==> src/rtl/vga_timing_ctrl_pkg.sv <==
// -----------------------------------------------------------------------------
// vga_timing_ctrl_pkg
// Shared constants for the VGA timing controller:
//   - default 640x480@60 segment lengths (clocks / lines)
//   - RGB332 colour constants and the 8-entry colour-bar table
//   - axis_w(): counter width for an axis of a given total length
// No ports (package).
// -----------------------------------------------------------------------------
package vga_timing_ctrl_pkg;

   // Default 640x480@60 horizontal segments (pixel clocks)
   localparam int H_SYNC_DEF   = 96;
   localparam int H_BACK_DEF   = 40;
   localparam int H_LEFT_DEF   = 8;
   localparam int H_VALID_DEF  = 640;
   localparam int H_RIGHT_DEF  = 8;
   localparam int H_FRONT_DEF  = 8;

   // Default 640x480@60 vertical segments (lines)
   localparam int V_SYNC_DEF   = 2;
   localparam int V_BACK_DEF   = 25;
   localparam int V_TOP_DEF    = 8;
   localparam int V_VALID_DEF  = 480;
   localparam int V_BOTTOM_DEF = 8;
   localparam int V_FRONT_DEF  = 2;

   localparam int DATA_W_DEF   = 8;
   localparam int COORD_W_DEF  = 10;

   typedef logic [7:0] rgb332_t;

   // RGB332 colours: RRR_GGG_BB
   localparam rgb332_t RGB_WHITE   = 8'hFF;
   localparam rgb332_t RGB_YELLOW  = 8'hFC;
   localparam rgb332_t RGB_CYAN    = 8'h1F;
   localparam rgb332_t RGB_GREEN   = 8'h1C;
   localparam rgb332_t RGB_MAGENTA = 8'hE3;
   localparam rgb332_t RGB_RED     = 8'hE0;
   localparam rgb332_t RGB_BLUE    = 8'h03;
   localparam rgb332_t RGB_BLACK   = 8'h00;

   localparam int N_BARS = 8;

   // Classic colour-bar order, left to right
   function automatic rgb332_t bar_colour(input logic [2:0] idx);
      case (idx)
         3'd0:    return RGB_WHITE;
         3'd1:    return RGB_YELLOW;
         3'd2:    return RGB_CYAN;
         3'd3:    return RGB_GREEN;
         3'd4:    return RGB_MAGENTA;
         3'd5:    return RGB_RED;
         3'd6:    return RGB_BLUE;
         default: return RGB_BLACK;
      endcase
   endfunction

   // $clog2 of 1 is 0, which would give a zero-width counter
   function automatic int axis_w(input int total);
      return (total > 1) ? $clog2(total) : 1;
   endfunction

endpackage

==> src/rtl/vga_timing_ctrl_if.sv <==
// -----------------------------------------------------------------------------
// vga_timing_ctrl_if
// Pixel-request bus between the timing controller and its pixel source.
//   pix_req  : controller asks for the pixel at (pix_x, pix_y)
//   pix_x/y  : requested coordinate, all-ones while pix_req=0
//   pix_data : source answer, valid one clock after pix_req
// Modports: master = timing controller, slave = pixel source.
// -----------------------------------------------------------------------------
interface vga_timing_ctrl_if
   import vga_timing_ctrl_pkg::*;
#(
   parameter int DATA_W  = DATA_W_DEF,
   parameter int COORD_W = COORD_W_DEF
);
   logic               pix_req;
   logic [COORD_W-1:0] pix_x;
   logic [COORD_W-1:0] pix_y;
   logic [DATA_W-1:0]  pix_data;

   modport master (output pix_req, output pix_x, output pix_y, input  pix_data);
   modport slave  (input  pix_req, input  pix_x, input  pix_y, output pix_data);
endinterface

==> src/rtl/vga_axis_cnt.sv <==
// -----------------------------------------------------------------------------
// vga_axis_cnt
// One timing axis (horizontal or vertical): counter 0..TOTAL-1 with wrap,
// plus window decode of the registered count.
// Ports:
//   clk, rst_n : clock, async active-low reset
//   clr        : force count to 0 on next clock (has priority over adv)
//   adv        : advance by one (wraps after TOTAL-1)
//   cnt        : current count
//   in_sync    : cnt < SYNC
//   in_act     : cnt in [ACT_LO, ACT_LO+ACT_LEN-1]
//   in_req     : same window shifted LEAD positions earlier
//   req_pos    : cnt relative to start of the request window
// -----------------------------------------------------------------------------
module vga_axis_cnt
   import vga_timing_ctrl_pkg::*;
#(
   parameter int TOTAL   = 800,
   parameter int SYNC    = 96,
   parameter int ACT_LO  = 144,
   parameter int ACT_LEN = 640,
   parameter int LEAD    = 1,
   parameter int W       = axis_w(TOTAL)
) (
   input  logic         clk,
   input  logic         rst_n,
   input  logic         clr,
   input  logic         adv,
   output logic [W-1:0] cnt,
   output logic         in_sync,
   output logic         in_act,
   output logic         in_req,
   output logic [W-1:0] req_pos
);
   localparam int REQ_LO = ACT_LO - LEAD;

   logic [W-1:0] cnt_q;
   logic [W-1:0] cnt_d;
   logic         last;

   assign last = (int'(cnt_q) == TOTAL - 1);

   always_comb begin
      cnt_d = cnt_q;
      if (clr) begin
         cnt_d = '0;
      end else if (adv) begin
         cnt_d = last ? '0 : cnt_q + W'(1);
      end
   end

   always_ff @(posedge clk or negedge rst_n) begin
      if (!rst_n) begin
         cnt_q <= '0;
      end else begin
         cnt_q <= cnt_d;
      end
   end

   assign cnt     = cnt_q;
   assign in_sync = (int'(cnt_q) < SYNC);
   assign in_act  = (int'(cnt_q) >= ACT_LO) && (int'(cnt_q) <= ACT_LO + ACT_LEN - 1);
   assign in_req  = (int'(cnt_q) >= REQ_LO) && (int'(cnt_q) <= REQ_LO + ACT_LEN - 1);
   assign req_pos = cnt_q - W'(REQ_LO);
endmodule

==> src/rtl/vga_timing_ctrl.sv <==
// -----------------------------------------------------------------------------
// vga_timing_ctrl
// Parametrised VGA timing generator: hsync/vsync, pixel request with
// coordinates, blanked RGB, frame/line strobes.
// Ports:
//   vga_clk, sys_rst_n : pixel clock, async active-low reset
//   timing_en          : 1 = run, 0 = counters held at 0 and outputs idle
//   test_mode          : (VGA_TEST_PATTERN_EN only) 1 = colour bars on rgb
//   pix_if (master)    : pix_req/pix_x/pix_y out, pix_data in (1-cycle latency)
//   rgb, rgb_valid     : pixel to DAC (0 when blanked), active-area flag
//   hsync, vsync       : sync pulses, polarity from SYNC_POL
//   frame_start        : 1-cycle pulse at h=0,v=0
//   line_start         : 1-cycle pulse at every h=0
// Build option: define VGA_TEST_PATTERN_EN to add the test_mode port and the
// built-in colour-bar generator.
// -----------------------------------------------------------------------------
module vga_timing_ctrl
   import vga_timing_ctrl_pkg::*;
#(
   parameter int H_SYNC   = H_SYNC_DEF,
   parameter int H_BACK   = H_BACK_DEF,
   parameter int H_LEFT   = H_LEFT_DEF,
   parameter int H_VALID  = H_VALID_DEF,
   parameter int H_RIGHT  = H_RIGHT_DEF,
   parameter int H_FRONT  = H_FRONT_DEF,
   parameter int V_SYNC   = V_SYNC_DEF,
   parameter int V_BACK   = V_BACK_DEF,
   parameter int V_TOP    = V_TOP_DEF,
   parameter int V_VALID  = V_VALID_DEF,
   parameter int V_BOTTOM = V_BOTTOM_DEF,
   parameter int V_FRONT  = V_FRONT_DEF,
   parameter int DATA_W   = DATA_W_DEF,
   parameter int COORD_W  = COORD_W_DEF,
   parameter bit SYNC_POL = 1'b0
) (
   input  logic               vga_clk,
   input  logic               sys_rst_n,
   input  logic               timing_en,
`ifdef VGA_TEST_PATTERN_EN
   input  logic               test_mode,
`endif
   vga_timing_ctrl_if.master  pix_if,
   output logic [DATA_W-1:0]  rgb,
   output logic               rgb_valid,
   output logic               hsync,
   output logic               vsync,
   output logic               frame_start,
   output logic               line_start
);
   localparam int H_TOTAL = H_SYNC + H_BACK + H_LEFT + H_VALID + H_RIGHT + H_FRONT;
   localparam int V_TOTAL = V_SYNC + V_BACK + V_TOP + V_VALID + V_BOTTOM + V_FRONT;
   localparam int HA      = H_SYNC + H_BACK + H_LEFT;
   localparam int VA      = V_SYNC + V_BACK + V_TOP;
   localparam int HW      = axis_w(H_TOTAL);
   localparam int VW      = axis_w(V_TOTAL);

   // run_q marks cycles in which the counters represent a live raster
   // position. It lags timing_en by one clock, so the first enabled cycle
   // shows h=0,v=0 (and hence frame_start) and reset/disable give idle outputs.
   logic run_q;
   logic run_d;

   always_comb begin
      run_d = timing_en;
   end

   always_ff @(posedge vga_clk or negedge sys_rst_n) begin
      if (!sys_rst_n) begin
         run_q <= 1'b0;
      end else begin
         run_q <= run_d;
      end
   end

   logic [HW-1:0] h_cnt, h_req_pos;
   logic [VW-1:0] v_cnt, v_req_pos;
   logic          h_sync, h_act, h_req, h_last;
   logic          v_sync, v_act, v_req;

   assign h_last = (h_cnt == HW'(H_TOTAL - 1));

   vga_axis_cnt #(
      .TOTAL(H_TOTAL), .SYNC(H_SYNC), .ACT_LO(HA), .ACT_LEN(H_VALID), .LEAD(1), .W(HW)
   ) u_h_axis (
      .clk(vga_clk), .rst_n(sys_rst_n), .clr(~timing_en), .adv(run_q),
      .cnt(h_cnt), .in_sync(h_sync), .in_act(h_act), .in_req(h_req), .req_pos(h_req_pos)
   );

   // Vertical window has no lead: the request row equals the display row.
   vga_axis_cnt #(
      .TOTAL(V_TOTAL), .SYNC(V_SYNC), .ACT_LO(VA), .ACT_LEN(V_VALID), .LEAD(0), .W(VW)
   ) u_v_axis (
      .clk(vga_clk), .rst_n(sys_rst_n), .clr(~timing_en), .adv(run_q & h_last),
      .cnt(v_cnt), .in_sync(v_sync), .in_act(v_act), .in_req(v_req), .req_pos(v_req_pos)
   );

   logic              pix_req;
   logic [DATA_W-1:0] pix_sel;

   assign pix_req        = run_q & h_req & v_req;
   assign pix_if.pix_req = pix_req;
   assign pix_if.pix_x   = pix_req ? COORD_W'(h_req_pos) : '1;
   assign pix_if.pix_y   = pix_req ? COORD_W'(v_req_pos) : '1;

   assign rgb_valid   = run_q & h_act & v_act;
   assign hsync       = (run_q & h_sync) ? SYNC_POL : ~SYNC_POL;
   assign vsync       = (run_q & v_sync) ? SYNC_POL : ~SYNC_POL;
   assign line_start  = run_q & (h_cnt == '0);
   assign frame_start = run_q & (h_cnt == '0) & (v_cnt == '0);

`ifdef VGA_TEST_PATTERN_EN
   // Bar index uses the displayed column (h - HA), i.e. the pix_x that was
   // requested one clock earlier.
   logic [HW-1:0] act_x;
   logic [2:0]    bar_idx;

   assign act_x   = h_cnt - HW'(HA);
   assign bar_idx = 3'((int'(act_x) * N_BARS) / H_VALID);
   assign pix_sel = test_mode ? DATA_W'(bar_colour(bar_idx)) : pix_if.pix_data;
`else
   assign pix_sel = pix_if.pix_data;
`endif

   assign rgb = rgb_valid ? pix_sel : '0;
endmodule

==> src/flat_wrapper.sv <==
// flat-port wrapper written by rule: the top's interface ports become plain ports
module vga_timing_ctrl_flat import vga_timing_ctrl_pkg::*;
#(
   parameter int H_SYNC   = H_SYNC_DEF,
   parameter int H_BACK   = H_BACK_DEF,
   parameter int H_LEFT   = H_LEFT_DEF,
   parameter int H_VALID  = H_VALID_DEF,
   parameter int H_RIGHT  = H_RIGHT_DEF,
   parameter int H_FRONT  = H_FRONT_DEF,
   parameter int V_SYNC   = V_SYNC_DEF,
   parameter int V_BACK   = V_BACK_DEF,
   parameter int V_TOP    = V_TOP_DEF,
   parameter int V_VALID  = V_VALID_DEF,
   parameter int V_BOTTOM = V_BOTTOM_DEF,
   parameter int V_FRONT  = V_FRONT_DEF,
   parameter int DATA_W   = DATA_W_DEF,
   parameter int COORD_W  = COORD_W_DEF,
   parameter bit SYNC_POL = 1'b0
)
  (vga_clk, sys_rst_n, timing_en, rgb, rgb_valid, hsync, vsync, frame_start, line_start, pix_if_pix_req, pix_if_pix_x, pix_if_pix_y, pix_if_pix_data);
  vga_timing_ctrl_if #(.DATA_W(DATA_W), .COORD_W(COORD_W)) pix_if_i ();
  input  logic vga_clk;
  input  logic sys_rst_n;
  input  logic timing_en;
  output logic [DATA_W-1:0] rgb;
  output logic rgb_valid;
  output logic hsync;
  output logic vsync;
  output logic frame_start;
  output logic line_start;
  output wire logic [$bits(pix_if_i.pix_req)-1:0] pix_if_pix_req;
  output wire logic [$bits(pix_if_i.pix_x)-1:0] pix_if_pix_x;
  output wire logic [$bits(pix_if_i.pix_y)-1:0] pix_if_pix_y;
  input wire logic [$bits(pix_if_i.pix_data)-1:0] pix_if_pix_data;
  assign pix_if_pix_req = pix_if_i.pix_req;
  assign pix_if_pix_x = pix_if_i.pix_x;
  assign pix_if_pix_y = pix_if_i.pix_y;
  assign pix_if_i.pix_data = pix_if_pix_data;
  vga_timing_ctrl #(.H_SYNC(H_SYNC), .H_BACK(H_BACK), .H_LEFT(H_LEFT), .H_VALID(H_VALID), .H_RIGHT(H_RIGHT), .H_FRONT(H_FRONT), .V_SYNC(V_SYNC), .V_BACK(V_BACK), .V_TOP(V_TOP), .V_VALID(V_VALID), .V_BOTTOM(V_BOTTOM), .V_FRONT(V_FRONT), .DATA_W(DATA_W), .COORD_W(COORD_W), .SYNC_POL(SYNC_POL)) u_core (.vga_clk(vga_clk), .sys_rst_n(sys_rst_n), .timing_en(timing_en), .pix_if(pix_if_i), .rgb(rgb), .rgb_valid(rgb_valid), .hsync(hsync), .vsync(vsync), .frame_start(frame_start), .line_start(line_start));
endmodule
==> config.mk <==
export PLATFORM = sky130hd
export DESIGN_NAME = vga_timing_ctrl_flat
export DESIGN_NICKNAME = d
export VERILOG_FILES = /design/src/rtl/vga_timing_ctrl_pkg.sv /design/src/rtl/vga_timing_ctrl_if.sv /design/src/rtl/vga_axis_cnt.sv /design/src/rtl/vga_timing_ctrl.sv /design/src/flat_wrapper.sv
export SDC_FILE = /design/constraint.sdc
export NUM_CORES = 1
export LEC_CHECK = 0
export CORE_ASPECT_RATIO = 1.5
export CORE_MARGIN = 2
export CORE_UTILIZATION = 48
export CTS_BUF_LIST = sky130_fd_sc_hd__clkbuf_16
export CTS_CLUSTER_SIZE = 25
export DETAILED_ROUTE_END_ITERATION = 8
export PLACE_DENSITY = 0.78
export SKIP_CTS_REPAIR_TIMING = 1
export SYNTH_ARGS = -nofsm -noshare
export SYNTH_HDL_FRONTEND = slang
export SYNTH_SLANG_ARGS = --single-unit
==> constraint.sdc <==
create_clock -name vga_clk -period 3.18 [get_ports vga_clk]
set_clock_uncertainty 0.2 [all_clocks]
set_input_delay 0.795 -clock vga_clk [delete_from_list [all_inputs] [get_ports vga_clk]]
set_output_delay 0.795 -clock vga_clk [all_outputs]
set_load 0.01 [all_outputs]
==> impl_metrics.ini, run 1 <==
[run_status]
status = complete, but fails checks
violations = negative setup slack

[cells_and_area]
fin_area_sq_mm = 0.002895
drive_above_1_share_pct = 32.90
area.growth.synth_to_final_pct = 54.89
fin_nets = 323
num_antenna_cells = 0

[sta]
setup_tns_ns = -0.9083
period_share_pct = 105.4
max_slew_margin_pct = 60.85
max_freq_mhz = 298.4
rsz0062_at_grt = yes
worst_pin_slew_ns = 0.5851
hold_slack_ns = 0.4483
hold_violations = 0
slew_viol_final = 0
finalSetupViolCount = 13
finalCriticalPeriod_ns = 3.351
finalWorstSetupSlack_ns = -0.1710

[synth]
ys_warn_count = 0
synth-async-reset-ratio_pct = 100.0
synth_cell_type_count = 52
ys_seq_area_share_pct = 28.11
avgSynthCellArea_sq_um = 8.345
synth_nets = 239
ys.flop_type = dfrtp_1
synth-seq-cells = 21
yosys-top-cells-area = dfrtp_1 28%, nand2_1 5.2%, xnor2_1 5.2%
synth-edff-count = 0
synthesis.area_sq_mm = 0.001869
synth_top_area_cell = dfrtp_1
netlist_instances = 224
synth_top_area_share_pct = 28.11

[grt]
grt_pass1_vias = 1883
grt_pass1_wl_microns = 8625
overflow = 0
grt_max_degree = 22
antenna_found_initial = 0
grt_usage_pct = 26.50

[power]
power.switching_uw = 254.7
leakage_nw = 1.285
switching_share_pct = 30.19
p_clk_share_pct = 33.3
intPower_uw = 588.8
power_frac_seq_pct = 34.6
powerDensity_mw_per_mm2 = 291.3
peakVddDrop_v = 0.0003971
pwr-share-comb_pct = 32.1

[place]
dp_hpwl_microns = 4155
dpl_cell_area_sq_mm = 0.002565
port_buffers = 44
gp_congestion = 0.8992

[setup_path]
worstSetupStartpoint = u_core.u_v_axis.cnt[0]
r2r_cells = 5
reg2reg_to = u_core.u_v_axis.cnt[9]
end_kind = output port
reg2reg_slack_ns = 0.93
worstPathArrival_ns = 2.36
worstSetupEndpoint = rgb[1]
worstPathRequired_ns = 2.18
critical_path_class = flip-flop to output port
critPathLaunchType = flip-flop
critPathMaxFanout = 4
reg2reg_from = u_core.u_h_axis.cnt[6]

[route]
postRouteAntennaNets = 0
first_pass_iters = 4
wirelength_microns = 6455
vias = 2087
first_iter_violations = 105
route.detailed.drc = 0
drt-wirelength-per-cell_microns = 18.44
routed_via_density = 5.963

[cts]
cts_max_path_buffers = 2
cts_made_buffers = 3
path_clk_slew_ns = 0.06
clock_latency_ns = 0.26
cts_tree = built
clockRootBuffer = clkbuf_16
cts_sinks = 21
cts_htree_levels = 1

[floorplanning]
die_x_microns = 54.96
io-pin-count = 45
coreArea_sq_mm = 0.003716
dieArea_sq_mm = 0.004420
rows = 27
start_util_pct = 50.30
die_h_microns = 80.43

[run]
maxCapViolCount = 0

[hold_path]
hold_path_class = flip-flop to flip-flop
==> registers in the layout, indices dropped and copies added (netlist names) <==
name,count
u_core.run_q,1
u_core.u_h_axis.cnt,10
u_core.u_v_axis.cnt,10
==> power by group through the flow <==
stage          registers [mW]  clock network, mW  logic [mW]
3_3_place_gp            0.296                  0       0.218
5_1_grt                 0.293              0.291       0.288
4_1_cts                 0.291              0.278       0.222
6_report                0.292              0.281       0.271
3_5_place_dp            0.296                  0       0.220
2_1_floorplan           0.293                  0       0.126
==> layout make-up <==
cell class,instances,area [sq um]
well taps,43,53.80
inverters,11,41.29
clock inverters,1,5.005
repair buffers,98,910.9
flip-flops and latches,21,528.0
multi-input cells,173,1281
fillers,239,820.8
clock buffers,3,75.07
==> cell usage in the layout (no fill, tap or decap), types with 2 or more instances in the layout <==
master,n
nor2b_1,2
buf_6,10
buf_4,45
a31oi_1,3
nor3_1,4
or3_1,4
clkbuf_16,3
buf_2,2
o21ai_0,9
a211oi_4,2
clkdlybuf4s50_1,13
nand2_1,26
nand4_1,5
and4_1,3
and2_1,7
clkbuf_2,5
o31ai_1,6
inv_1,11
dfrtp_1,19
xor2_1,5
nand2b_1,4
nor4_4,2
dlymetal6s2s_1,22
ha_1,3
o31a_1,2
xnor2_1,11
nand3_1,9
nor2_1,14
a21oi_1,4
dfrtp_2,2
and3_1,3
nand2_2,9
or2_2,2
a2111oi_4,3
o211ai_1,4
a22oi_1,3
==> worst min-delay path by stage <==
| stage | slack, ns | start | to | cells after the start |
|---|---|---|---|---|
| floorplan | 0.30 | sys_rst_n | u_core.run_q | 0 |
| global placement | 0.36 | u_core.u_h_axis.cnt[3] | u_core.u_h_axis.cnt[3] | 2 |
| detailed placement | 0.39 | u_core.u_h_axis.cnt[3] | u_core.u_h_axis.cnt[3] | 2 |
| CTS | 0.41 | u_core.u_h_axis.cnt[3] | u_core.u_h_axis.cnt[3] | 2 |
| global route | 0.47 | u_core.u_h_axis.cnt[3] | u_core.u_h_axis.cnt[3] | 2 |
| finish | 0.45 | u_core.u_v_axis.cnt[5] | u_core.u_v_axis.cnt[5] | 1 |
==> cell usage after synthesis, types with 5 or more instances <==
cell,n
nand2_1,26
dfrtp_1,21
nor2_1,14
buf_2,13
inv_1,11
xnor2_1,11
nand2_2,9
nand3_1,9
o21ai_0,9
and2_1,8
o31ai_1,6
xor2_1,6
nand4_1,5
nor3_1,5
or3_1,5
==> critical path, stage by stage (launching register included) <==
cell	delay, ns
dfrtp_1	0.43
buf_6	0.14
a2111oi_4	0.42
a21boi_2	0.15
buf_4	0.16
buf_6	0.12
a211oi_4	0.23
buf_6	0.14
buf_6	0.08
and2_4	0.12
buf_6	0.09
==> cell families (layout without fill, tap and decap cells) <==
family | count (synthesis) | after routing | synth area share, %
AND/OR/NAND/NOR | 103 | 103 | 30.59
AO/OA/AOI/OAI | 48 | 49 | 21.29
buffers and inverters | 31 | 113 | 9.371
flip-flops | 21 | 21 | 28.11
XOR/XNOR | 17 | 17 | 7.965
adder cells (fa/ha/maj) | 4 | 4 | 2.677
==> per-stage QoR <==
step / util [%] / power [mW] / worst slack [ns] / std cells
detailed placement: 69.02 / 0.5161 / -0.1207 / 334
floorplan: - / 0.4192 / 0.4156 / 224
CTS: 71.18 / 0.7909 / -0.4011 / 338
finish: 77.91 / 0.8435 / -0.1710 / 350
global placement: 69.02 / 0.5136 / -0.06097 / 334
global route: 77.91 / 0.8726 / -0.2229 / 350
==> per-layer routing <==
| layer | wire length [microns] | vias up | global-route usage, % |
|---|---|---|---|
| met3 | 257 | 23 | 2.416 |
| li1 | - | 961 | - |
| met2 | 3591 | 83 | 49.76 |
| met5 | 0 | - | 0 |
| met4 | 242 | 0 | 9.512 |
| met1 | 2364 | 1020 | 28.99 |
No activity file was read; power rests on OpenSTA's default activity.
==> inputs of run 2 (changes only) <==
--- a/config.mk
+++ b/config.mk
@@ -5,6 +5,7 @@
 export SDC_FILE = /design/constraint.sdc
 export NUM_CORES = 1
 export LEC_CHECK = 0
+export ABC_CLOCK_PERIOD_IN_PS = 3180
 export CORE_ASPECT_RATIO = 1.5
 export CORE_MARGIN = 2
 export CORE_UTILIZATION = 48
@@ -16,3 +17,4 @@
 export SYNTH_ARGS = -nofsm -noshare
 export SYNTH_HDL_FRONTEND = slang
 export SYNTH_SLANG_ARGS = --single-unit
+export TNS_END_PERCENT = 10
==> impl_metrics.ini, run 2 (synthesis gave the netlist of run 1 again) <==
[sta]
rsz0062_at_grt = yes
slew_viol_final = 0
max_freq_mhz = 305.7
max_slew_margin_pct = 58.42
finalSetupViolCount = 2
worst_pin_slew_ns = 0.6214
setup_tns_ns = -0.1073
hold_slack_ns = 0.4167
period_share_pct = 102.9
hold_violations = 0
finalCriticalPeriod_ns = 3.272
finalWorstSetupSlack_ns = -0.09162

[grt]
antenna_found_initial = 0
grt_max_degree = 22
grt_pass1_wl_microns = 8625
overflow = 0
grt_pass1_vias = 1883
grt_usage_pct = 26.50

[route]
postRouteAntennaNets = 0
route.detailed.drc = 0
first_pass_iters = 6
drt-wirelength-per-cell_microns = 17.15
wirelength_microns = 5900
first_iter_violations = 94
vias = 2017
routed_via_density = 5.863

[power]
power.total_uw = 812.4
pwr-share-comb_pct = 31.0
power.switching_uw = 234.6
power_frac_seq_pct = 35.9
peakVddDrop_v = 0.0003131
intPower_uw = 577.7
p_clk_share_pct = 33.1
switching_share_pct = 28.88
powerDensity_mw_per_mm2 = 288.6
leakage_nw = 1.252

[place]
dp_cells = 334
pre_cts_ws_ns = -0.1207
gp_congestion = 0.8992
port_buffers = 44
dpl_cell_area_sq_mm = 0.002565
dp_hpwl_microns = 4155

[cells_and_area]
area.growth.synth_to_final_pct = 50.60
fillers = 254
drive_above_1_share_pct = 29.24
final_util_pct = 75.76
num_antenna_cells = 0
final_common_cell = buf_4
fin_cells = 344
fin_area_sq_mm = 0.002815
fin_nets = 317
final_cell_mix = 42 x buf_4, 26 x nand2_1, 24 x dlymetal6s2s_1, 19 x dfrtp_1

[cts]
cts_sinks = 21
cts_htree_levels = 1
cts_max_path_buffers = 2
clockRootBuffer = clkbuf_16
path_clk_slew_ns = 0.06
clock_latency_ns = 0.26
cts_made_buffers = 3
cts_tree = built

[hold_path]
hold_path_class = flip-flop to flip-flop

[setup_path]
critPathLaunchType = flip-flop
worstPathArrival_ns = 2.28
critical_path_class = flip-flop to output port
end_kind = output port
worstPathRequired_ns = 2.18
critPathMaxFanout = 4

[floorplanning]
coreArea_sq_mm = 0.003716
die_x_microns = 54.96
rows = 27
start_util_pct = 50.30
dieArea_sq_mm = 0.004420
die_h_microns = 80.43
io-pin-count = 45

[run_status]
violations = negative setup slack
status = complete, but fails checks

[run]
maxCapViolCount = 0
## run 2: power by group through the flow
stage	clock network (mW)	registers, mW	logic [mW]
finish	0.269	0.292	0.252
global route	0.283	0.294	0.272
CTS	0.278	0.291	0.222
detailed placement	0	0.296	0.220
global placement	0	0.296	0.218
floorplan	0	0.293	0.126
## run 2: area by class of cell
cell class | count | area, sq um | share of cell area, %
multi-input combinational | 173 | 1244 | 44.18
timing repair buffer | 92 | 868.3 | 30.84
sequential | 21 | 528.0 | 18.76
clock buffer | 3 | 75.07 | 2.667
tap | 43 | 53.80 | 1.911
inverter | 11 | 41.29 | 1.467
clock inverter | 1 | 5.005 | 0.1778
## run 2: metal layers
metal  GRT usage [%]  wire [microns]
met5               0               0
met4           9.512              98
met3           2.416             232
met2           49.76            3380
met1           28.99            2189
## run 2: critical path, stage by stage, from the launching register on
cell and delay (ns):
dfrtp_1 0.43, ha_2 0.20, o41a_1 0.39, buf_4 0.17, buf_4 0.12, or3_1 0.32
xor2_1 0.17, nand2_2 0.07, dlymetal6s2s_1 0.16
## run 2: final timing paths
kind / start / to / slack (ns) / cells past startpoint
hold / removal: u_core.u_v_axis.cnt[9] / u_core.u_v_axis.cnt[9] / 0.42 / 2
setup / recovery: u_core.u_v_axis.cnt[0] / pix_if_pix_y[8] / -0.09 / 8
setup reg to reg: u_core.u_h_axis.cnt[0] / u_core.u_v_axis.cnt[3] / 1.03 / 6
hold reg to reg: u_core.u_v_axis.cnt[9] / u_core.u_v_axis.cnt[9] / 0.42 / 2
max in group asynchronous: sys_rst_n / u_core.u_v_axis.cnt[5] / 1.85 / 2
min in group asynchronous: sys_rst_n / u_core.u_v_axis.cnt[8] / 0.69 / 2
==> inputs of run 3 (changes only) <==
--- a/config.mk
+++ b/config.mk
@@ -5,6 +5,7 @@
 export SDC_FILE = /design/constraint.sdc
 export NUM_CORES = 1
 export LEC_CHECK = 0
+export ABC_AREA = 1
 export ABC_CLOCK_PERIOD_IN_PS = 3180
 export CORE_ASPECT_RATIO = 1.5
 export CORE_MARGIN = 2
@@ -12,7 +13,7 @@
 export CTS_BUF_LIST = sky130_fd_sc_hd__clkbuf_16
 export CTS_CLUSTER_SIZE = 25
 export DETAILED_ROUTE_END_ITERATION = 8
-export PLACE_DENSITY = 0.78
+export PLACE_DENSITY = 0.76
 export SKIP_CTS_REPAIR_TIMING = 1
 export SYNTH_ARGS = -nofsm -noshare
 export SYNTH_HDL_FRONTEND = slang
==> impl_metrics.ini, run 3 <==
[power]
power_frac_seq_pct = 41.9
switching_share_pct = 27.19
powerDensity_mw_per_mm2 = 252.6
peakVddDrop_v = 0.0001724
power.switching_uw = 185.8
p_clk_share_pct = 40.1
intPower_uw = 497.6
leakage_nw = 1.400
power.total_uw = 683.4
pwr-share-comb_pct = 18.1

[setup_path]
critPathBufInv = 1
reg2reg_from = u_core.u_h_axis.cnt[1]
r2r_cells = 8
reg2reg_to = u_core.u_v_axis.cnt[0]
end_kind = output port
cpMaxStageDelayCell = clkdlybuf4s50_1
worstPathRequired_ns = 2.18
critPathLaunchType = flip-flop
crit_chain = nor2_4 > nand2_2 > nand2_2 > nand2_1 > nor2_1 > nand3_2 > nor2_1 > clkdlybuf4s50_1
reg2reg_slack_ns = 1.39
critical_path_class = flip-flop to output port
cpPeakStageDelay_ns = 0.55
critPathTopFamily = simple AND/OR/NAND/NOR gates
critPathMaxFanout = 9
worstPathArrival_ns = 2.14

[floorplanning]
die_h_microns = 84.13
coreArea_sq_mm = 0.004173
start_util_pct = 49.24
die_x_microns = 57.42
io-pin-count = 45
dieArea_sq_mm = 0.004830
rows = 29

[cells_and_area]
area.growth.synth_to_final_pct = 31.67
drive_above_1_share_pct = 17.68
fin_nets = 378
fillers = 358
final_cell_mix = 65 x nand2_1, 52 x inv_1, 38 x nor2_1, 30 x nand3_1
final_common_cell = nand2_1
num_antenna_cells = 0

[grt]
grt_pass1_wl_microns = 8763
grt_max_degree = 22
grt_pass1_vias = 2096
antenna_found_initial = 0
overflow = 0
grt_usage_pct = 22.54

[cts]
clockRootBuffer = clkbuf_16
cts_made_buffers = 3
cts_max_path_buffers = 2
path_clk_slew_ns = 0.06
cts_htree_levels = 1
cts_tree = built
cts_sinks = 21
clock_latency_ns = 0.25

[hold_path]
hold_end = u_core.u_v_axis.cnt[8]
hold_depth = 2
hold_path_class = flip-flop to flip-flop
min_from = u_core.u_v_axis.cnt[8]

[synth]
synth_top_family_by_area = simple AND/OR/NAND/NOR gates
post-synth-top-count-cell = nand2_1
synthesis.area_sq_mm = 0.002054
netlist_instances = 314
synth_top_area_cell = dfrtp_1
synth-edff-count = 0
synthSimpleGateAreaFrac_pct = 41.90
synthXorXnorAreaFrac_pct = 4.689
ys_warn_count = 0
synth-seq-cells = 21
synth-async-reset-ratio_pct = 100.0
ys_seq_area_share_pct = 25.58
synth_cell_type_count = 29
synth_mux_area_share_pct = 0
synth_top_area_share_pct = 25.58
ys.flop_type = dfrtp_1
synth_nets = 329
synth_commonest_cells = 66 x nand2_1, 52 x inv_1, 39 x nor2_1
yosys-top-cells-area = dfrtp_1 26%, nand2_1 12%, inv_1 9.5%
avgSynthCellArea_sq_um = 6.543
synthAdderAreaFrac_pct = 2.436
synth_compound_area_share_pct = 9.318

[route]
first_pass_iters = 4
drt-wirelength-per-cell_microns = 13.08
vias = 2102
routed_via_density = 5.152
route.detailed.drc = 0
wirelength_microns = 5337
postRouteAntennaNets = 0
first_iter_violations = 32

[sta]
worst_pin_slew_ns = 0.4057
finalCriticalPeriod_ns = 3.132
finalWorstSetupSlack_ns = 0.04821
slew_viol_final = 0
max_freq_mhz = 319.3
finalSetupViolCount = 0
hold_violations = 0
max_slew_margin_pct = 72.89
hold_slack_ns = 0.3353
period_share_pct = 98.48
rsz0062_at_grt = yes

[place]
port_buffers = 44
gp_congestion = 0.8962
pre_cts_ws_ns = 0.1968
dp_hpwl_microns = 4003

[run_status]
status = finished, final reports clean

[run]
maxCapViolCount = 0
[run 3: cell types whose count changed after synthesis, sizes merged, moves of 10 or more]
| cell | before | now |
|---|---|---|
| o21ai | 10 | 22 |
| nand2 | 35 | 92 |
| nor2 | 14 | 45 |
| xnor2 | 11 | 1 |
| nand3 | 9 | 31 |
| inv | 11 | 55 |
[run 3: cell families after synthesis]
family,Yosys count
simple gates,179
fa+ha+maj,4
flops,21
buf+inv,67
compound gates,32
xor+xnor,11
[run 3: worst max-delay path by stage]
stage                     slack (ns)               to                    from  cells past startpoint
after floorplan                 0.78  pix_if_pix_x[0]  u_core.u_h_axis.cnt[0]                      9
after global placement          0.22  pix_if_pix_y[0]  u_core.u_v_axis.cnt[0]                     10
after detailed placement        0.20  pix_if_pix_y[0]  u_core.u_v_axis.cnt[0]                     10
after CTS                      -0.09  pix_if_pix_y[5]  u_core.u_v_axis.cnt[0]                     10
after global routing           -0.11           rgb[2]  u_core.u_h_axis.cnt[5]                      8
final                           0.05           rgb[5]  u_core.u_h_axis.cnt[5]                      8
[run 3: cell type report]
class	instances	area (sq um)	share of cell area [%]
tap	46	57.56	2.128
clock inverter	1	5.005	0.1850
clock buffer	3	75.07	2.775
timing repair buffer	56	614.3	22.71
inverter	55	206.4	7.632
multi-input combinational	226	1219	45.05
sequential	21	528.0	19.52
[run 3: through the flow]
step,TNS [ns],instance area [sq um],cells,utilization [%]
finish,0,2705,408,64.83
global route,-0.2245,2705,408,64.83
CTS,-1.462,2596,406,62.22
detailed placement,0,2516,402,60.30
global placement,0,2516,402,60.30
floorplan,0,2054,314,-
[run 3: power by group through the flow]
stage,clock (mW),combinational [mW],sequential (mW)
after CTS,0.274,0.121,0.285
after global placement,0,0.119,0.289
after floorplan,0,0.0747,0.287
after detailed placement,0,0.121,0.289
final,0.274,0.124,0.286
after global routing,0.285,0.139,0.287
[run 3: tightest hold or removal path, delay by kind of cell, from the launching register on]
kind | cells | cell delay (ns)
AND/OR/NAND/NOR | 1 | 0.06
AO/OA/AOI/OAI | 1 | 0.06
flip-flops | 1 | 0.38
[run 3: metal layers]
| metal | GRT usage [%] | up-vias | share of wire, % |
|---|---|---|---|
| li1 | - | 1067 | - |
| met1 | 22.51 | 983 | 38 |
| met2 | 44.73 | 44 | 57 |
| met3 | 3.256 | 8 | 3.6 |
| met4 | 7.822 | 0 | 1.5 |
| met5 | 0 | - | 0 |
